[config.mk]
export PLATFORM = sky130hd
export DESIGN_NAME = palette_colorizer_flat
export DESIGN_NICKNAME = d
export VERILOG_FILES = /design/src/rtl/palette_colorizer_if.sv /design/src/rtl/palette_colorizer.sv /design/src/flat_wrapper.sv
export SDC_FILE = /design/constraint.sdc
export NUM_CORES = 1
export LEC_CHECK = 0
export ABC_CLOCK_PERIOD_IN_PS = 4770
export CELL_PAD_IN_SITES_DETAIL_PLACEMENT = 1
export CELL_PAD_IN_SITES_GLOBAL_PLACEMENT = 1
export CORE_ASPECT_RATIO = 1.75
export CORE_MARGIN = 2
export CORE_UTILIZATION = 51
export DETAILED_ROUTE_END_ITERATION = 10
export PLACE_DENSITY = 0.86
export REMOVE_ABC_BUFFERS = 1
export SLEW_MARGIN = 40
export SYNTH_ARGS = -nofsm -noshare
export SYNTH_HDL_FRONTEND = slang
export SYNTH_SLANG_ARGS = --single-unit
export TNS_END_PERCENT = 10
[constraint.sdc]
create_clock -name clock -period 4.77 [get_ports clock]
set_clock_uncertainty 0.15 [all_clocks]
set_input_delay 0.477 -clock clock [delete_from_list [all_inputs] [get_ports clock]]
set_output_delay 0.477 -clock clock [all_outputs]
set_load 0.05 [all_outputs]
[src/rtl/palette_colorizer_if.sv]
// Palette write port: valid/ready handshake carrying one 8-bit RRR_GGG_BB entry.
interface palette_colorizer_if #(
  parameter int PAL_AW = 4
);
  logic              pal_wr_valid;
  logic              pal_wr_ready;
  logic [PAL_AW-1:0] pal_wr_addr;
  logic [7:0]        pal_wr_data;

  modport master (output pal_wr_valid, pal_wr_addr, pal_wr_data, input pal_wr_ready);
  modport slave  (input pal_wr_valid, pal_wr_addr, pal_wr_data, output pal_wr_ready);
endinterface

[src/rtl/palette_colorizer.sv]
// Palette-based pixel colourizer: world map plus prioritised, optionally blinking
// icon layers, resolved through a writable palette in a two-stage pixel pipeline.
module palette_colorizer #(
  parameter int NUM_ICONS    = 2,
  parameter int BLINK_FRAMES = 30,
  parameter int PAL_AW       = 4
) (
  input  logic                   clock,
  input  logic                   rst,
  input  logic                   video_on,
  input  logic                   hsync_in,
  input  logic                   vsync_in,
  input  logic [1:0]             world_pixel,
  input  logic [2*NUM_ICONS-1:0] icon,
  input  logic [NUM_ICONS-1:0]   blink_en,
  palette_colorizer_if.slave     pal_wr,
  output logic                   pal_err,
  output logic [2:0]             red,
  output logic [2:0]             green,
  output logic [1:0]             blue,
  output logic                   hsync_out,
  output logic                   vsync_out
);
  localparam int NUM_ENT = 4 + 3*NUM_ICONS;
  localparam int CW      = (BLINK_FRAMES > 1) ? $clog2(BLINK_FRAMES) : 1;
  localparam logic [CW-1:0] CNT_LOAD = CW'(BLINK_FRAMES - 1);

  function automatic logic [7:0] pal_default(input int e);
    logic [7:0] val;
    if (e == 0)      val = 8'hFF;
    else if (e == 1) val = 8'h00;
    else if (e == 2) val = 8'hE0;
    else if (e == 3) val = 8'h92;
    else begin
      case ((e - 4) % 3)
        0:       val = 8'h80;
        1:       val = 8'h1F;
        default: val = 8'hE3;
      endcase
    end
    return val;
  endfunction

  logic [7:0]        pal [NUM_ENT];
  logic              ready_q;
  logic              wr_fire;
  logic              wr_in_range;
  logic              vs_prev;
  logic              frame_evt;
  logic [CW-1:0]     blink_cnt;
  logic              blink_phase;
  logic [1:0]        code;
  logic [PAL_AW-1:0] sel_idx;
  logic              von_s1;
  logic              hs_s1;
  logic              vs_s1;
  logic [7:0]        col_s1;

  // Ready drops combinationally with rst and stays low one cycle after release.
  assign pal_wr.pal_wr_ready = ready_q & ~rst;
  assign wr_fire     = pal_wr.pal_wr_valid & pal_wr.pal_wr_ready;
  assign wr_in_range = {1'b0, pal_wr.pal_wr_addr} < (PAL_AW+1)'(NUM_ENT);

  always_ff @(posedge clock) begin
    if (rst) begin
      ready_q <= 1'b0;
      pal_err <= 1'b0;
      for (int e = 0; e < NUM_ENT; e++) pal[e] <= pal_default(e);
    end else begin
      ready_q <= 1'b1;
      if (wr_fire && !wr_in_range) pal_err <= 1'b1;
      for (int e = 0; e < NUM_ENT; e++)
        if (wr_fire && pal_wr.pal_wr_addr == PAL_AW'(e)) pal[e] <= pal_wr.pal_wr_data;
    end
  end

  assign frame_evt = vs_prev & ~vsync_in;

  // Down-counter reloads at terminal count; each reload flips the blink phase.
  always_ff @(posedge clock) begin
    if (rst) begin
      vs_prev     <= 1'b1;
      blink_cnt   <= CNT_LOAD;
      blink_phase <= 1'b0;
    end else begin
      vs_prev <= vsync_in;
      if (frame_evt) begin
        if (blink_cnt == '0) begin
          blink_cnt   <= CNT_LOAD;
          blink_phase <= ~blink_phase;
        end else begin
          blink_cnt <= blink_cnt - 1'b1;
        end
      end
    end
  end

  // Walk from the lowest-priority layer up so layer 0 overrides last.
  always_comb begin
    code    = 2'b00;
    sel_idx = PAL_AW'(world_pixel);
    for (int k = NUM_ICONS - 1; k >= 0; k--) begin
      code = icon[2*k +: 2];
      if (code != 2'b00 && !(blink_phase && blink_en[k]))
        sel_idx = PAL_AW'(4 + 3*k + int'(code) - 1);
    end
  end

  // Palette is read in the input cycle so a coincident write is not yet visible.
  always_ff @(posedge clock) begin
    if (rst) begin
      von_s1 <= 1'b0;
      hs_s1  <= 1'b1;
      vs_s1  <= 1'b1;
      col_s1 <= 8'h00;
    end else begin
      von_s1 <= video_on;
      hs_s1  <= hsync_in;
      vs_s1  <= vsync_in;
      col_s1 <= pal[sel_idx];
    end
  end

  always_ff @(posedge clock) begin
    if (rst) begin
      {red, green, blue} <= 8'h00;
      hsync_out          <= 1'b1;
      vsync_out          <= 1'b1;
    end else begin
      {red, green, blue} <= von_s1 ? col_s1 : 8'h00;
      hsync_out          <= hs_s1;
      vsync_out          <= vs_s1;
    end
  end
endmodule

[src/flat_wrapper.sv]
// flat-port wrapper written by rule: the top's interface ports become plain ports
module palette_colorizer_flat 
#(
  parameter int NUM_ICONS    = 2,
  parameter int BLINK_FRAMES = 30,
  parameter int PAL_AW       = 4
)
  (clock, rst, video_on, hsync_in, vsync_in, world_pixel, icon, blink_en, pal_err, red, green, blue, hsync_out, vsync_out, pal_wr_pal_wr_valid, pal_wr_pal_wr_addr, pal_wr_pal_wr_data, pal_wr_pal_wr_ready);
  palette_colorizer_if #(.PAL_AW(PAL_AW)) pal_wr_i ();
  input  logic clock;
  input  logic rst;
  input  logic video_on;
  input  logic hsync_in;
  input  logic vsync_in;
  input  logic [1:0] world_pixel;
  input  logic [2*NUM_ICONS-1:0] icon;
  input  logic [NUM_ICONS-1:0] blink_en;
  output logic pal_err;
  output logic [2:0] red;
  output logic [2:0] green;
  output logic [1:0] blue;
  output logic hsync_out;
  output logic vsync_out;
  input wire logic [$bits(pal_wr_i.pal_wr_valid)-1:0] pal_wr_pal_wr_valid;
  input wire logic [$bits(pal_wr_i.pal_wr_addr)-1:0] pal_wr_pal_wr_addr;
  input wire logic [$bits(pal_wr_i.pal_wr_data)-1:0] pal_wr_pal_wr_data;
  output wire logic [$bits(pal_wr_i.pal_wr_ready)-1:0] pal_wr_pal_wr_ready;
  assign pal_wr_i.pal_wr_valid = pal_wr_pal_wr_valid;
  assign pal_wr_i.pal_wr_addr = pal_wr_pal_wr_addr;
  assign pal_wr_i.pal_wr_data = pal_wr_pal_wr_data;
  assign pal_wr_pal_wr_ready = pal_wr_i.pal_wr_ready;
  palette_colorizer #(.NUM_ICONS(NUM_ICONS), .BLINK_FRAMES(BLINK_FRAMES), .PAL_AW(PAL_AW)) u_core (.clock(clock), .rst(rst), .video_on(video_on), .hsync_in(hsync_in), .vsync_in(vsync_in), .world_pixel(world_pixel), .icon(icon), .blink_en(blink_en), .pal_wr(pal_wr_i), .pal_err(pal_err), .red(red), .green(green), .blue(blue), .hsync_out(hsync_out), .vsync_out(vsync_out));
endmodule
Word-level counts from Yosys, hierarchy flattened
Memory sizes are Yosys's and may differ from the RTL's. A register that Yosys moved wholly into a read port is not among the register bits.
Index checks and enable logic that the tools add are counted.
{"block": "classes", "addsub": 5, "n_lt_le_gt_ge": 1, "n_eq_ne": 9, "mux": 53, "bitwise": 17, "n_reduce_logical": 24}
{"operator": "8-bit two-way mux", "n": 17}
{"operator": "1-bit two-way mux", "n": 33}
{"operator": "4-bit by 3-bit == test with 1-bit output (second input constant)", "n": 4}
{"operator": "1-bit logical AND", "n": 15}
{"operator": "1-bit OR", "n": 10}
{"operator": "3-bit by 2-bit adder with 4-bit output (first input constant)", "n": 2}
{"operator": "4-bit by 2-bit == test with 1-bit output (second input constant)", "n": 2}
{"operator": "4-bit == test (second input constant)", "n": 2}
{"operator": "4-bit two-way mux", "n": 2}
{"operator": "4-bit by 2-bit subtractor with 4-bit output (second input constant)", "n": 2}
{"operator": "5-bit zero test", "n": 1}
{"operator": "5-bit two-way mux", "n": 1}
{"operator": "5-bit by 1-bit subtractor with 5-bit output (second input constant)", "n": 1}
{"operator": "4-bit by 1-bit == test with 1-bit output (second input constant)", "n": 1}
{"operator": "4-bit zero test", "n": 1}
{"operator": "4-bit less-than comparator (second input constant)", "n": 1}
{"operator": "1-bit inverter", "n": 4}
{"operator": "2-bit nonzero test", "n": 2}
{"operator": "1-bit bitwise AND", "n": 3}
{"operator": "1-bit zero test", "n": 3}
{"operator": "2-bit AND reduction", "n": 1}
{"operator": "2-bit OR reduction", "n": 1}
{"block": "totals", "register_bits": 21, "mem_bits_rw": 80, "in_bits": 26, "out_inout_bits": 12, "wordCells": 122, "mem_count": 1}
{"name": "u_core.pal", "depth": 10, "width": 8, "rd": 1, "rd_clocked_by_memory_dff": 1, "write_ports": 10, "line": "palette_colorizer.sv:44", "source": "logic [7:0] pal [NUM_ENT];"}

Logic depth before layout (Yosys ltp)
{"block": "depth", "word_depth": 8, "depth_mapped": 10, "ltp_nobuf": 8}

Least setup slack after synthesis
Ideal clock, no wire load.
{"block": "synth_timing", "path_kind": "in2reg", "from": "input rst", "to": "memory u_core.pal[5][0], enable pin", "setup_time_ns": 0.384, "arrival_ns": 1.844, "required_ns": 4.236, "path_slack_ns": 2.392, "stages": 5, "path_buffers": 2, "path_cell_list": "clkbuf_1 -> nor3_1 -> nand2_1 -> clkbuf_1 -> o21ai_0"}
{"item": "from (decl)", "line": "flat_wrapper.sv:11", "source": "input logic rst;"}
{"item": "to (decl)", "line": "palette_colorizer.sv:44"}

Worst setup path in the final report
{"block": "layout_timing", "from": "input icon[0]", "to": "register u_core.col_s1[2] (read register of u_core.pal)"}
{"block": "layout_between", "elab_chain_cells": 3}
{"item": "from (decl)", "line": "flat_wrapper.sv:16", "source": "input logic [2*NUM_ICONS-1:0] icon;"}
{"item": "3-bit by 2-bit adder with 4-bit output or 2-bit nonzero test (tied branches)", "line": "palette_colorizer.sv:105, palette_colorizer.sv:104"}
{"item": "4-bit by 2-bit subtractor with 4-bit output or 1-bit logical AND (tied branches)", "line": "palette_colorizer.sv:105, palette_colorizer.sv:104"}
{"item": "4-bit two-way mux (*)", "line": "palette_colorizer.sv:104", "source": "if (code != 2'b00 && !(blink_phase && blink_en[k]))"}
{"item": "to (decl)", "line": "palette_colorizer.sv:57", "source": "logic [7:0] col_s1;"}
Mark *: on every way between the ends. The rest lies on a longest branch, timed or not.
A chain may end at the register's enable or synchronous reset.

==> flow_metrics.tcl <==
set metrics [dict create \
    vias 3226 \
    track_usage_pct 25.3 \
    cts_resized 0 \
    synth_cell_types 38 \
    hpwlAfterDp_um 9110 \
    critPathBufInv 2 \
    syn_area_sq_um 4800 \
    postSynth.asyncResetShare_pct 0 \
    hold_violations 0 \
    multiInputGateArea_sq_um 1710 \
    rsz0062_at_grt "no" \
    antenna_cells 0 \
    io_pins 38 \
    register_area_sq_um 2980 \
    drive_gt1_share_pct 7.50 \
    clk_pin_slew_ns 0.07 \
    finalSetupTns_ns 0 \
    mostFrequentLayoutCell "edfxtp_1" \
    ys_seq_area_share_pct 62.1 \
    vias_per_cell 5.76 \
    vdd_drop_max_v 0.000263 \
    postCtsHoldBufs 0 \
    fillers 968 \
    ys_ff_latch 109 \
    antenna_found_initial 0 \
    critPathSlowestCell "a22oi_2" \
    yosysWarningCount 0 \
    grt_pass1_wl_um 19000 \
    cts_root_buffer "clkbuf_16" \
    worst_path_largest_cell_delay_ns 0.58 \
    r2r_start "u_core.blink_phase" \
    first_pass_iters 4 \
    wl_um 12400 \
    route.detailed.drc 0 \
    maxSlewViolCount 0 \
    grt_max_degree 33 \
    drtIter0Drc 270 \
    slew_headroom_pct 44.5 \
    htree_levels 3 \
    dieArea_sq_um 10200 \
    synth_cells 400 \
    leakagePower_nw 2.00 \
    fmax_ghz 0.311 \
    arrival_ns 3.31 \
    hold_path_depth 1 \
    fin_crit_sh_pct 67.4 \
    timing.rr.end "u_core.col_s1[2]" \
    outcome "completed" \
    final_cell_mix "edfxtp_1, and2_1, nand2_1" \
    core_area_sq_um 9090 \
    cts_max_path_buffers 2 \
    cts_tree "yes" \
    grt-ovfl-total 0 \
    hp-start "u_core.hs_s1" \
    rrSetupSlack_ns 2.15 \
    r2r.worst_path.cells 6 \
    row_count 46 \
    drv_cap 0 \
    port_buffers 37 \
    initial_core_util_pct 52.8 \
    first_global_vias 3515 \
    wl_per_cell_um 22.2 \
    gp_congestion 0.791 \
    numCtsBuffers 9 \
    finalNetCount 464 \
    crit_family "compound AO/OA/AOI/OAI gates" \
    synth_flop_cell "edfxtp_1" \
    postCtsSetupBuffers 0 \
    synth_edf_count 80 \
    cts_num_sinks 109 \
    critPathMaxFanout 10 \
    die_w_um 77.3 \
    clk_latency_ns 0.36 \
    die_y_um 132 \
    total_power_mw 2.01 \
    syn_to_final_growth_pct 15.6 \
    end_kind "register" \
    path_class "input pin to register" \
    cp.required_ns 4.87 \
    p_per_area_nw_per_um2 363 \
    antenna_left 0 \
    fin_crit_ns 3.21 \
    worst_slew_pin_slew_ns 0.827 \
    worstSetupPathDepth 9 \
    synth_area_per_cell_sq_um 12.0 \
    whs_endpoint "u_core.hsync_out" \
    start_kind "input pin" \
    setup_viol 0 \
    worstPathCellList "clkdlybuf4s50_1 -> inv_1 -> ha_1 -> nor2b_1 -> o221a_2 -> a22oi_2 -> and2_1 -> a32oi_1 -> and3_1" \
    hp-class "register to register" \
]
## Yosys cell counts, types with 8 or more instances
library cell  instances  area, sq um
nand2b_1             26          163
or3_1                17          106
clkbuf_1              8         30.0
and2_1               53          332
nand2_1              45          169
nor2_1               15         56.3
a32oi_1               8         70.1
nor3_1                8         40.0
mux2i_1              25          250
a31oi_1               8         50.1
a22oi_1               8         60.1
and3_1                8         50.1
dfxtp_1              29          581
edfxtp_1             80         2400
or2_2                 9         56.3
## worst max-delay path by stage
stage	end	from
after CTS	u_core.col_s1[2]	icon[0]
final	u_core.col_s1[2]	icon[0]
after floorplan	u_core.col_s1[7]	icon[0]
after global placement	u_core.col_s1[2]	icon[0]
after detailed placement	u_core.col_s1[2]	icon[0]
after global routing	u_core.col_s1[2]	icon[0]
## flip-flops by register name, summed over array words and instances (netlist names)
register / count
u_core.red: 3
u_core.pal: 80
u_core.vs_prev: 1
u_core.von_s1: 1
u_core.col_s1: 8
u_core.hsync_out: 1
u_core.blue: 2
u_core.blink_phase: 1
u_core.blink_cnt: 5
u_core.green: 3
u_core.pal_err: 1
u_core.ready_q: 1
u_core.hs_s1: 1
u_core.vsync_out: 1
## worst register-to-register path, stage by stage, from the launching register on
cell and delay, ns:
dfxtp_1 0.51, o2bb2ai_1 0.21, nand2_1 0.15, a22oi_2 0.62, and2_1 0.42, a32oi_1 0.23, and3_1 0.22
## per-layer routing
metal	vias up	global-route usage (%)	part of all wire [%]
met1	1592	26.5	36
met2	96	46.4	55
met4	0	14.6	5.4
met3	35	4.45	3.6
met5	-	0	0
li1	1503	-	-
## logic make-up after synthesis
family,share of synthesized area [%]
muxes,5.21
DFF,62.1
xor gates and xnor gates,0.365
and+or+nand+nor,21.8
adders and majority gates,0.782
AOI/OAI and AO/OA,6.91
buffers and inverters,2.74
## through the flow
stage | util, % | instance area [sq um] | cells | setup slack [ns] | hold slack (ns)
after CTS | 60.8 | 5530 | 560 | 1.56 | 0.271
after global routing | 61.0 | 5550 | 560 | 1.42 | 0.278
after floorplan | - | 4690 | 384 | 1.83 | 0.239
after global placement | 57.6 | 5230 | 544 | 1.41 | 0.247
after detailed placement | 57.6 | 5240 | 544 | 1.25 | 0.254
final | 61.0 | 5550 | 560 | 1.56 | 0.266
## where the power goes
group	internal, mW	switching (mW)	leakage (nW)
combinational	0.0727	0.125	0.843
sequential	1.05	0.0121	1.02
clock	0.410	0.346	0.138
## final cells by class
| cell class | count | area share, % |
|---|---|---|
| Timing Repair Buffer | 40 | 7.08 |
| Clock inverter | 5 | 1.06 |
| Sequential cell | 109 | 53.8 |
| Multi-Input combinational cell | 269 | 30.8 |
| Inverter | 6 | 0.406 |
| Tap cell | 120 | 2.71 |
| Clock buffer | 11 | 4.20 |
No activity file was read; power rests on OpenSTA's default activity.
